--- src/rtl/sync_ram_pkg.sv ---
// Shared types and default widths for the burst RAM controller.
package sync_ram_pkg;

  localparam int DEF_DATA_WIDTH = 8;
  localparam int DEF_ADDR_WIDTH = 4;
  localparam int DEF_LEN_WIDTH  = 4;
  localparam int STATS_W        = 16;

  typedef enum logic [1:0] {
    IDLE  = 2'd0,
    WRITE = 2'd1,
    READ  = 2'd2
  } state_t;

  function automatic logic [STATS_W-1:0] sat_inc(input logic [STATS_W-1:0] v);
    return (v == '1) ? v : v + STATS_W'(1);
  endfunction

endpackage

--- src/rtl/sync_ram_burst_ctrl_if.sv ---
// Client and RAM-port signal bundle for sync_ram_burst_ctrl.
interface sync_ram_burst_ctrl_if
  import sync_ram_pkg::*;
#(
  parameter int DATA_WIDTH = DEF_DATA_WIDTH,
  parameter int ADDR_WIDTH = DEF_ADDR_WIDTH,
  parameter int LEN_WIDTH  = DEF_LEN_WIDTH
);

  // Handshakes: a request transfers on a cycle where req_valid && req_ready,
  // a write beat on a cycle where wr_valid && wr_ready; rd_valid and done are
  // single-cycle strobes with no backpressure, so the client must take them.
  logic                  req_valid;
  logic                  req_ready;
  logic                  req_we;
  logic [ADDR_WIDTH-1:0] req_addr;
  logic [LEN_WIDTH-1:0]  req_len;
  logic                  wr_valid;
  logic                  wr_ready;
  logic [DATA_WIDTH-1:0] wr_data;
  logic                  rd_valid;
  logic [DATA_WIDTH-1:0] rd_data;
  logic                  done;
  logic                  ram_we;
  logic [ADDR_WIDTH-1:0] ram_addr;
  logic [DATA_WIDTH-1:0] ram_din;
  logic [DATA_WIDTH-1:0] ram_dout;

  modport master (
    output req_valid, req_we, req_addr, req_len, wr_valid, wr_data,
    input  req_ready, wr_ready, rd_valid, rd_data, done
  );

  modport slave (
    input  req_valid, req_we, req_addr, req_len, wr_valid, wr_data, ram_dout,
    output req_ready, wr_ready, rd_valid, rd_data, done, ram_we, ram_addr, ram_din
  );

  modport mem (
    input  ram_we, ram_addr, ram_din,
    output ram_dout
  );

endinterface

--- src/rtl/sync_ram_burst_addr_gen.sv ---
// Burst address generator: loads start address and length, steps modulo
// depth, and flags the final beat. The address holds on the final step.
module sync_ram_burst_addr_gen #(
  parameter int ADDR_WIDTH = 4,
  parameter int LEN_WIDTH  = 4
) (
  input  logic                  clk,
  input  logic                  rst_n,
  input  logic                  i_load,
  input  logic [ADDR_WIDTH-1:0] i_start_addr,
  input  logic [LEN_WIDTH-1:0]  i_len,
  input  logic                  i_step,
  output logic [ADDR_WIDTH-1:0] o_addr,
  output logic                  o_last
);

  logic [ADDR_WIDTH-1:0] r_addr;
  logic [LEN_WIDTH-1:0]  r_count;
  logic                  w_last;

  assign w_last = (r_count == '0);

  always_ff @(posedge clk or negedge rst_n) begin
    if (!rst_n) begin
      r_addr  <= '0;
      r_count <= '0;
    end else if (i_load) begin
      r_addr  <= i_start_addr;
      r_count <= i_len;
    end else if (i_step && !w_last) begin
      // Keeping the last issued address lets the idle RAM port hold it.
      r_addr  <= r_addr + ADDR_WIDTH'(1);
      r_count <= r_count - LEN_WIDTH'(1);
    end
  end

  assign o_addr = r_addr;
  assign o_last = w_last;

endmodule

--- src/rtl/sync_ram_burst_ctrl.sv ---
// Burst initiator for a single-port synchronous RAM.
// Optional beat counters are built when SYNC_RAM_CTRL_STATS_EN is defined.
module sync_ram_burst_ctrl
  import sync_ram_pkg::*;
#(
  parameter int DATA_WIDTH = DEF_DATA_WIDTH,
  parameter int ADDR_WIDTH = DEF_ADDR_WIDTH,
  parameter int LEN_WIDTH  = DEF_LEN_WIDTH
) (
  input  logic                 clk,
  input  logic                 rst_n,
  sync_ram_burst_ctrl_if.slave bus,
  output state_t               o_dbg_state
`ifdef SYNC_RAM_CTRL_STATS_EN
  ,
  output logic [STATS_W-1:0]   wr_beat_cnt,
  output logic [STATS_W-1:0]   rd_beat_cnt
`endif
);

  state_t                r_state;
  state_t                w_next;
  logic                  r_rd_valid;
  logic                  r_done;
  logic                  w_done_set;
  logic                  w_accept;
  logic                  w_step;
  logic                  w_last;
  logic [ADDR_WIDTH-1:0] w_cur_addr;
  logic                  w_req_ready;
  logic                  w_wr_ready;
  logic                  w_ram_we;
  logic [DATA_WIDTH-1:0] w_ram_din;

  assign w_accept = (r_state == IDLE) && bus.req_valid;

  sync_ram_burst_addr_gen #(
    .ADDR_WIDTH (ADDR_WIDTH),
    .LEN_WIDTH  (LEN_WIDTH)
  ) u_addr_gen (
    .clk          (clk),
    .rst_n        (rst_n),
    .i_load       (w_accept),
    .i_start_addr (bus.req_addr),
    .i_len        (bus.req_len),
    .i_step       (w_step),
    .o_addr       (w_cur_addr),
    .o_last       (w_last)
  );

  always_ff @(posedge clk or negedge rst_n) begin
    if (!rst_n) begin
      r_state    <= IDLE;
      r_rd_valid <= 1'b0;
      r_done     <= 1'b0;
    end else begin
      r_state    <= w_next;
      r_rd_valid <= (r_state == READ);
      r_done     <= w_done_set;
    end
  end

  always_comb begin
    w_next      = r_state;
    w_step      = 1'b0;
    w_done_set  = 1'b0;
    w_req_ready = 1'b0;
    w_wr_ready  = 1'b0;
    w_ram_we    = 1'b0;
    w_ram_din   = '0;
    case (r_state)
      IDLE: begin
        w_req_ready = 1'b1;
        if (bus.req_valid) begin
          w_next = bus.req_we ? WRITE : READ;
        end
      end
      WRITE: begin
        w_wr_ready = 1'b1;
        w_ram_we   = bus.wr_valid;
        w_ram_din  = bus.wr_data;
        if (bus.wr_valid) begin
          w_step = 1'b1;
          if (w_last) begin
            w_next     = IDLE;
            w_done_set = 1'b1;
          end
        end
      end
      READ: begin
        // Reads never stall: one address issue per cycle.
        w_step = 1'b1;
        if (w_last) begin
          w_next     = IDLE;
          w_done_set = 1'b1;
        end
      end
      default: begin
        w_next = IDLE;
      end
    endcase
  end

  assign bus.req_ready = w_req_ready;
  assign bus.wr_ready  = w_wr_ready;
  assign bus.ram_we    = w_ram_we;
  assign bus.ram_addr  = w_cur_addr;
  assign bus.ram_din   = w_ram_din;
  assign bus.rd_valid  = r_rd_valid;
  assign bus.rd_data   = bus.ram_dout;
  assign bus.done      = r_done;
  assign o_dbg_state   = r_state;

`ifdef SYNC_RAM_CTRL_STATS_EN
  logic [STATS_W-1:0] r_wr_cnt;
  logic [STATS_W-1:0] r_rd_cnt;

  always_ff @(posedge clk or negedge rst_n) begin
    if (!rst_n) begin
      r_wr_cnt <= '0;
      r_rd_cnt <= '0;
    end else begin
      if (w_ram_we) begin
        r_wr_cnt <= sat_inc(r_wr_cnt);
      end
      if (r_rd_valid) begin
        r_rd_cnt <= sat_inc(r_rd_cnt);
      end
    end
  end

  assign wr_beat_cnt = r_wr_cnt;
  assign rd_beat_cnt = r_rd_cnt;
`endif

endmodule

--- src/flat_wrapper.sv ---
// flat-port wrapper written by rule: the top's interface ports become plain ports
module sync_ram_burst_ctrl_flat import sync_ram_pkg::*;
#(
  parameter int DATA_WIDTH = DEF_DATA_WIDTH,
  parameter int ADDR_WIDTH = DEF_ADDR_WIDTH,
  parameter int LEN_WIDTH  = DEF_LEN_WIDTH
)
  (clk, rst_n, o_dbg_state, bus_req_valid, bus_req_we, bus_req_addr, bus_req_len, bus_wr_valid, bus_wr_data, bus_ram_dout, bus_req_ready, bus_wr_ready, bus_rd_valid, bus_rd_data, bus_done, bus_ram_we, bus_ram_addr, bus_ram_din);
  sync_ram_burst_ctrl_if #(.DATA_WIDTH(DATA_WIDTH), .ADDR_WIDTH(ADDR_WIDTH), .LEN_WIDTH(LEN_WIDTH)) bus_i ();
  input  logic clk;
  input  logic rst_n;
  output state_t o_dbg_state;
  input wire logic [$bits(bus_i.req_valid)-1:0] bus_req_valid;
  input wire logic [$bits(bus_i.req_we)-1:0] bus_req_we;
  input wire logic [$bits(bus_i.req_addr)-1:0] bus_req_addr;
  input wire logic [$bits(bus_i.req_len)-1:0] bus_req_len;
  input wire logic [$bits(bus_i.wr_valid)-1:0] bus_wr_valid;
  input wire logic [$bits(bus_i.wr_data)-1:0] bus_wr_data;
  input wire logic [$bits(bus_i.ram_dout)-1:0] bus_ram_dout;
  output wire logic [$bits(bus_i.req_ready)-1:0] bus_req_ready;
  output wire logic [$bits(bus_i.wr_ready)-1:0] bus_wr_ready;
  output wire logic [$bits(bus_i.rd_valid)-1:0] bus_rd_valid;
  output wire logic [$bits(bus_i.rd_data)-1:0] bus_rd_data;
  output wire logic [$bits(bus_i.done)-1:0] bus_done;
  output wire logic [$bits(bus_i.ram_we)-1:0] bus_ram_we;
  output wire logic [$bits(bus_i.ram_addr)-1:0] bus_ram_addr;
  output wire logic [$bits(bus_i.ram_din)-1:0] bus_ram_din;
  assign bus_i.req_valid = bus_req_valid;
  assign bus_i.req_we = bus_req_we;
  assign bus_i.req_addr = bus_req_addr;
  assign bus_i.req_len = bus_req_len;
  assign bus_i.wr_valid = bus_wr_valid;
  assign bus_i.wr_data = bus_wr_data;
  assign bus_i.ram_dout = bus_ram_dout;
  assign bus_req_ready = bus_i.req_ready;
  assign bus_wr_ready = bus_i.wr_ready;
  assign bus_rd_valid = bus_i.rd_valid;
  assign bus_rd_data = bus_i.rd_data;
  assign bus_done = bus_i.done;
  assign bus_ram_we = bus_i.ram_we;
  assign bus_ram_addr = bus_i.ram_addr;
  assign bus_ram_din = bus_i.ram_din;
  sync_ram_burst_ctrl #(.DATA_WIDTH(DATA_WIDTH), .ADDR_WIDTH(ADDR_WIDTH), .LEN_WIDTH(LEN_WIDTH)) u_core (.clk(clk), .rst_n(rst_n), .bus(bus_i), .o_dbg_state(o_dbg_state));
endmodule
--- config.mk ---
export PLATFORM = sky130hd
export DESIGN_NAME = sync_ram_burst_ctrl_flat
export DESIGN_NICKNAME = d
export VERILOG_FILES = /design/src/rtl/sync_ram_pkg.sv /design/src/rtl/sync_ram_burst_ctrl_if.sv /design/src/rtl/sync_ram_burst_addr_gen.sv /design/src/rtl/sync_ram_burst_ctrl.sv /design/src/flat_wrapper.sv
export SDC_FILE = /design/constraint.sdc
export NUM_CORES = 1
export LEC_CHECK = 0
export ABC_AREA = 1
export BUFFER_PORTS_ARGS = -buffer_cell sky130_fd_sc_hd__buf_4
export CORE_MARGIN = 5
export CORE_UTILIZATION = 35
export CTS_BUF_LIST = sky130_fd_sc_hd__clkbuf_2 sky130_fd_sc_hd__clkbuf_4 sky130_fd_sc_hd__clkbuf_8
export DETAILED_ROUTE_END_ITERATION = 8
export HOLD_SLACK_MARGIN = 0.05
export PLACE_DENSITY = 0.8
export SETUP_SLACK_MARGIN = 0.15
export SLEW_MARGIN = 20
export SYNTH_ARGS = -nofsm -noshare
export SYNTH_HDL_FRONTEND = slang
export SYNTH_HIERARCHICAL = 1
export SYNTH_SLANG_ARGS = --single-unit
--- constraint.sdc ---
create_clock -name clk -period 1.5 [get_ports clk]
set_clock_uncertainty 0.2 [all_clocks]
set_input_delay 0.15 -clock clk [delete_from_list [all_inputs] [get_ports clk]]
set_output_delay 0.15 -clock clk [all_outputs]
set_load 0.02 [all_outputs]
==> key figures, run 1 <==
Floorplanning
  – Row count: 18
  – Die Area: 0.00385 mm2
  – Core area: 0.00252 mm2
  – Die height: 62.0 um
  – Initial Util: 37.5%
  – I/O pin cnt: 56
  – Die width: 62.0 um

CTS
  – CTS tree: yes
  – Root buffer cell: clkbuf_4
  – Worst skew pair latency: 0.27 ns
  – Max Buffers Root-to-Sink: 2
  – TritonCTS Buffers: 3
  – H-tree Lvls: 1
  – Clock-pin slew on the worst setup and hold paths: ~0.08 ns
  – Clk sinks: 12

Global routing
  – Largest net degree at the start of global routing: 13
  – First-pass GRT wire length: 4350 um
  – GR Util All Layers: 15.3%
  – Total grt overflow: 0
  – Initial antenna violation count: 0
  – Number of global-route vias before repair: 1026

Critical path
  – Worst endpoint required time: around 1.2 ns
  – CP max FO: 8
  – Critical Path End Type: primary output
  – Worst Setup Start Kind: flop
  – Setup CP Type: reg -> out
  – Data arrival, critical path: 1.30 ns

Synth
  – Synth Net Count: 163
  – Post-synthesis async set-or-reset flop share: 100%
  – Mapped Cells: 128
  – Distinct cells, synth: 22
  – Post-Syn Area: 947 um2
  – Main synth FF type: dfrtp_1
  – Number of synthesized flops with an enable pin: 0
  – Register bit total from synthesis: 12
  – Synthesis warning total: 6
  – Sequential share of the synthesized area: 31.7%
  – Syn Area/Cell: 7.40 um2

Placed design
  – IO Port Bufs: 39
  – Gpl congestion: 0.810
  – Hpwl dp: 2100 um
  – Placed instance area: around 0.0014 mm2

Timing
  – Hold slack final: 0.0795 ns
  – Final setup fails: 19
  – Slew HR: a little under nine tenths
  – Unrepaired setup endpoints after global routing: true
  – Minimum clock period: between 1.5 and 2 ns
  – Hold Vio Cnt, Final: 0
  – Final period util: 110%
  – Final worst slack: -0.149 ns
  – Slew Viols, Final: 0
  – Worst Tran Pin Value: 0.221 ns
  – Achievable Freq: 0.606 GHz

Cells and area
  – Final design utilization: 69.6%
  – Layout cells sized above 1: 63.5%
  – Area grow syn2layout: 85.5%
  – Ant diodes: 0
  – Cell area after layout: 0.00176 mm2
  – Final Net Count: 228
  – Fillers: 194

Detailed routing
  – Starting DRC count in detailed routing: 14
  – Drt wl/cell: around 13 um
  – Final wirelength: 2960 um
  – Residual DRC: 0
  – Vias/cell: 4.73
  – 1st-pass router iterations: 4
  – ANT nets after route: 0
  – Vias: roughly 1100

Pwr
  – Clock Power Share: 6.7%
  – Power Density: 1940 mW/mm2
  – Peak supply drop: 1260 uV
  – Total Power: 0.00340 W
  – Cell leakage power: ~0.94 nW
  – Psw: 0.00160 W
  – Combinational share of power: between 70% and 80%
  – Power Internal: 0.00181 W
  – Sequential power share: 18.4%
  – Sw Share: roughly 47%

Hold path
  – Worst Hold Class: in -> reg

Status
  – Failing checks: setup timing
  – Outcome: finished with violations

Job
  – Max-cap viol count: 0
## power groups by stage
stage          Sequential [W]  Clock, W  Combinational, W
3_3_place_gp         0.000614         0           0.00182
3_5_place_dp         0.000621         0           0.00188
5_1_grt              0.000649  0.000253           0.00277
6_report             0.000626  0.000230           0.00255
4_1_cts              0.000616  0.000238           0.00207
2_1_floorplan        0.000706         0           0.00114
## timing repair
action                     4_1_cts  5_1_grt
gates resized for setup         34       36
setup endpoints to repair       24       24
setup buffers                    1        5
pin swaps                        2        8
hold endpoints to repair        23        0
hold buffers                    12        0
## worst max-delay path, stage by stage (launching register included)
cell	delay, ns
dfrtp_2	0.43
inv_4	0.08
ha_4	0.15
buf_8	0.14
nand2_2	0.06
inv_2	0.05
buf_6	0.10
## final timing paths
path | from | end | slack [ns] | cells past startpoint
setup / recovery | u_core/o_dbg_state[1] | bus_ram_din[2] | -0.15 | 6
hold / removal | bus_req_valid | u_core/o_dbg_state[1] | 0.08 | 5
setup reg to reg | u_core/o_dbg_state[0] | u_core/u_addr_gen/r_count[3] | -0.14 | 7
hold reg to reg | u_core/u_addr_gen/o_addr[1] | u_core/u_addr_gen/o_addr[1] | 0.41 | 2
max in group asynchronous | rst_n | u_core/o_dbg_state[1] | 0.34 | 3
min in group asynchronous | rst_n | u_core/u_addr_gen/o_addr[3] | 0.59 | 3
## cell type report
| type | count | area (um2) | share of cell area, % |
|---|---|---|---|
| clock buffer | 4 | 30.0 | 1.71 |
| inverter | 23 | 103 | 5.84 |
| multi-input combinational | 83 | 664 | 37.8 |
| sequential | 12 | 303 | 17.2 |
| tap | 30 | 37.5 | 2.14 |
| timing repair buffer | 70 | 619 | 35.3 |
## kinds of logic after synthesis
kind of cell	share of synthesized area [%]
DFF	31.7
and+or+nand+nor	37.8
AOI/OAI and AO/OA	3.96
adders and majority gates	7.93
xor gates and xnor gates	1.85
buffers and inverters	16.8
## registers in the layout, summed over array words and instances, names as in the netlist
register                   flops
u_core/o_dbg_state             2
u_core/bus.done                1
u_core/u_addr_gen/o_addr       4
u_core/u_addr_gen/r_count      4
u_core/bus.rd_valid            1
## metrics by stage
step | instances | TNS, ns | setup WS [ns]
after floorplan | 128 | -1.18 | -0.160
after global placement | 200 | -0.141 | -0.0235
after detailed placement | 200 | -0.670 | -0.103
after CTS | 217 | -2.54 | -0.165
after global routing | 222 | -3.12 | -0.203
final | 222 | -2.12 | -0.149
## metal layers
layer  up-vias  GRT usage [%]  wire length (um)
met5         -              0                 0
met4         0           4.85                20
met3         2           2.89               325
met2        45           31.5              1690
met1       488           14.7               926
li1        515              -                 -
## layout by cell type (no fill, tap or decap), types with 2 or more instances in the layout
| cell | n |
|---|---|
| buf_6 | 15 |
| nand2_8 | 2 |
| nand4_1 | 3 |
| nand2_1 | 25 |
| inv_1 | 5 |
| buf_4 | 42 |
| nand2_4 | 7 |
| nand2_2 | 12 |
| xor2_1 | 2 |
| dfrtp_2 | 2 |
| dlygate4sd3_1 | 12 |
| ha_4 | 5 |
| nand3_1 | 7 |
| nor2_1 | 2 |
| inv_4 | 3 |
| inv_2 | 13 |
| clkbuf_4 | 4 |
| nand3_2 | 4 |
| o21ai_2 | 3 |
| dfrtp_1 | 10 |
| nor2_4 | 3 |
## cells in the mapped netlist, types with 2 or more instances
master | number | area (um2)
nor2_2 | 3 | 18.8
inv_1 | 21 | 78.8
nand3_2 | 3 | 30.0
nor2_1 | 2 | 7.51
dfrtp_1 | 12 | 300
nand2_4 | 3 | 33.8
nand2_1 | 41 | 154
nand4_1 | 3 | 18.8
ha_1 | 6 | 75.1
o21ai_2 | 2 | 17.5
o21ai_0 | 3 | 15.0
buf_4 | 9 | 67.6
nand3_1 | 9 | 45.0
xor2_1 | 2 | 17.5
inv_2 | 2 | 7.51
Power figures use the tool's default switching activity.
==> inputs of run 2 (changes only) <==
CTS_BUF_LIST = sky130_fd_sc_hd__clkbuf_16   (was sky130_fd_sc_hd__clkbuf_2 sky130_fd_sc_hd__clkbuf_4 sky130_fd_sc_hd__clkbuf_8)
REMOVE_ABC_BUFFERS = 1   (was unset)
==> run 2 against run 1 <==
The run still ends with setup timing left. Fmax is 0.81% higher. Critical path depth unchanged. Via count increased by 4.9%. Combinational power fell by 2%. Final cell count is 0.45% lower. Utilization is 1.3 points lower. Count of clock-buffer cells in the layout decreased by 1. Global-route usage up 4.2 points. Critical endpoint is now bus_ram_din[5].
==> key figures, run 2 (same netlist as run 1, synthesis figures left out) <==
CTS
  – Worst skew pair latency: 0.24 ns (-0.03 ns)
  – Clock-pin slew on the worst setup and hold paths: 0.05 ns (-0.03 ns)
  – TritonCTS Buffers: 3 (unchanged)
  – H-tree Lvls: 1 (unchanged)
  – Root buffer cell: clkbuf_16
  – Max Buffers Root-to-Sink: 2 (unchanged)
  – Clk sinks: 12 (unchanged)
  – CTS tree: yes

Floorplanning
  – Row count: 18 (unchanged)
  – Initial Util: 37.5% (unchanged)
  – Die height: 62.0 um (unchanged)
  – Die width: 62.0 um (unchanged)
  – Die Area: 0.00385 mm2 (unchanged)
  – Core area: 0.00252 mm2 (unchanged)
  – I/O pin cnt: 56 (unchanged)

Global routing
  – First-pass GRT wire length: 5370 um (+23%)
  – Total grt overflow: 0 (unchanged)
  – Largest net degree at the start of global routing: 13 (unchanged)
  – GR Util All Layers: 19.4% (+4.2 points)
  – Initial antenna violation count: 0 (unchanged)
  – Number of global-route vias before repair: 1160 (+13%)

Critical path
  – CP Buf/Inv Count: 4 (unchanged)
  – Worst-path cell chain: inv_2 -> ha_4 -> buf_8 -> nand2_2 -> inv_2 -> buf_6
  – Slowest stage delay, CP: 0.39 ns (-0.04 ns)
  – Critical Path End Type: primary output
  – Setup CP Type: reg -> out
  – Worst Setup Start Kind: flop
  – Slowest CP cell: dfrtp_1
  – CP max FO: 8 (unchanged)
  – CP delay by family, top: buffers and inverters
  – Worst endpoint required time: 1.15 ns (about the same)
  – Crit-path most repeated cell: inv_2
  – Data arrival, critical path: 1.29 ns (about the same)

Timing
  – Final setup fails: 19 (unchanged)
  – Slew HR: 86.3% (+1.2 points)
  – Hold Vio Cnt, Final: 0 (unchanged)
  – Minimum clock period: 1.64 ns (-0.0132 ns)
  – Unrepaired setup endpoints after global routing: true
  – Final worst slack: -0.136 ns (+0.0132 ns)
  – Achievable Freq: 0.611 GHz (+0.81%)
  – Final period util: 109% (-0.88 points)
  – Slew Viols, Final: 0 (unchanged)
  – Worst Tran Pin Value: 0.205 ns (-0.0159 ns)
  – Hold slack final: 0.0765 ns (-0.00293 ns)

Cells and area
  – Ant diodes: 0 (unchanged)
  – Layout cells sized above 1: 60.2% (-3.3 points)
  – Fillers: 170 (-12%)
  – Final design utilization: 68.3% (-1.3 points)
  – Leading cell type in the layout, fill and taps excluded: buf_4
  – Reg area: 302 um2 (-0.41%)
  – Commonest non-fill, non-tap cells in the layout: buf_4 (42), nand2_1 (29), inv_2 (18)
  – Area grow syn2layout: 81.9%
  – Multi-input logic area: 613 um2 (-7.7%)
  – Final Net Count: 227 (-0.44%)

Placed design
  – IO Port Bufs: 39 (unchanged)
  – Setup WS pre-CTS: -0.159 ns (-0.0560 ns)
  – Hpwl dp: 2040 um (-2.8%)
  – Gpl congestion: 0.774 (-4.4%)

Status
  – Outcome: finished with violations
  – Failing checks: setup timing

Pwr
  – Cell leakage power: 0.941 nW (about the same)
  – Combinational share of power: 68.8% (-6.1 points)
  – Power Density: 2110 mW/mm2 (+9.0%)
  – Power Internal: 0.00200 W (+10%)
  – Sequential power share: 17.4% (-1.0 points)
  – Clock Power Share: 13.9% (+7.2 points)
  – Sw Share: 45.1% (-1.8 points)
  – Psw: 0.00164 W (+2.8%)
  – Peak supply drop: 1190 uV (-5.7%)

Job
  – Max-cap viol count: 0 (unchanged)

Detailed routing
  – WL met1: 1250 um (+35%)
  – ANT nets after route: 0 (unchanged)
  – 1st-pass router iterations: 4 (unchanged)
  – Final wirelength: 3400 um (+15%)
  – Highest metal used: met4
  – Vias: 1101 (+4.9%)
  – Drt wl/cell: 15.4 um (+15%)
  – Met3 routed WL: 222 um (-32%)
  – Residual DRC: 0 (unchanged)
  – Starting DRC count in detailed routing: 62 (+48)
  – Vias/cell: 4.98 (+5.3%)
  – Met2 routed WL: 1880 um (+11%)

Hold path
  – Worst Hold Class: in -> async
## run 2: area by class of cell
class	count	area share, %
Clock buffer	3	4.36
Clock inverter	1	0.218
Inverter	23	5.01
Multi-Input combinational cell	83	35.6
Sequential cell	12	17.5
Tap cell	30	2.18
Timing Repair Buffer	69	35.1
## run 2: final timing paths
kind                                             start                            to  slack [ns]  depth (start not counted)
hold / removal                                   rst_n  u_core/u_addr_gen/r_count[0]        0.08                          2
setup reg to reg                 u_core/o_dbg_state[0]   u_core/u_addr_gen/o_addr[3]       -0.10                          8
max in group asynchronous                        rst_n         u_core/o_dbg_state[0]        0.84                          2
min in group clk                        bus_req_len[1]  u_core/u_addr_gen/r_count[1]        0.08                          5
hold reg to reg            u_core/u_addr_gen/o_addr[1]   u_core/u_addr_gen/o_addr[1]        0.40                          2
setup / recovery                 u_core/o_dbg_state[1]                bus_ram_din[5]       -0.14                          6
## run 2: power by group through the flow
stage,Clock [W],Combinational (W),Sequential (W)
global route,0.000532,0.00268,0.000647
finish,0.000505,0.00250,0.000632
floorplan,0,0.000983,0.000695
global placement,0,0.00174,0.000599
detailed placement,0,0.00181,0.000606
CTS,0.000499,0.00228,0.000618
## run 2: through the flow
step           TNS [ns]  cell area [um2]  power [W]  instances
2_1_floorplan     -3.63              875    0.00168        118
3_3_place_gp     -0.494             1310    0.00234        201
3_5_place_dp      -1.16             1310    0.00242        201
4_1_cts           -1.25             1670    0.00340        220
5_1_grt           -2.94             1720    0.00386        221
6_report          -1.89             1720    0.00364        221
## run 2: layer usage
layer,vias to the layer above,GRT usage [%]
li1,513,-
met1,530,21.8
met2,52,35.7
met3,6,4.55
met4,0,6.36
met5,-,0
## run 2: repair_timing
item / CTS / global route
hold buffers: 9 / 0
endpoints found under the setup margin: 22 / 23
buffers inserted: 5 / 1
pin swaps: 10 / 11
gates resized for setup: 46 / 20
cloned: 1 / 0
hold endpoints to repair: 20 / 0
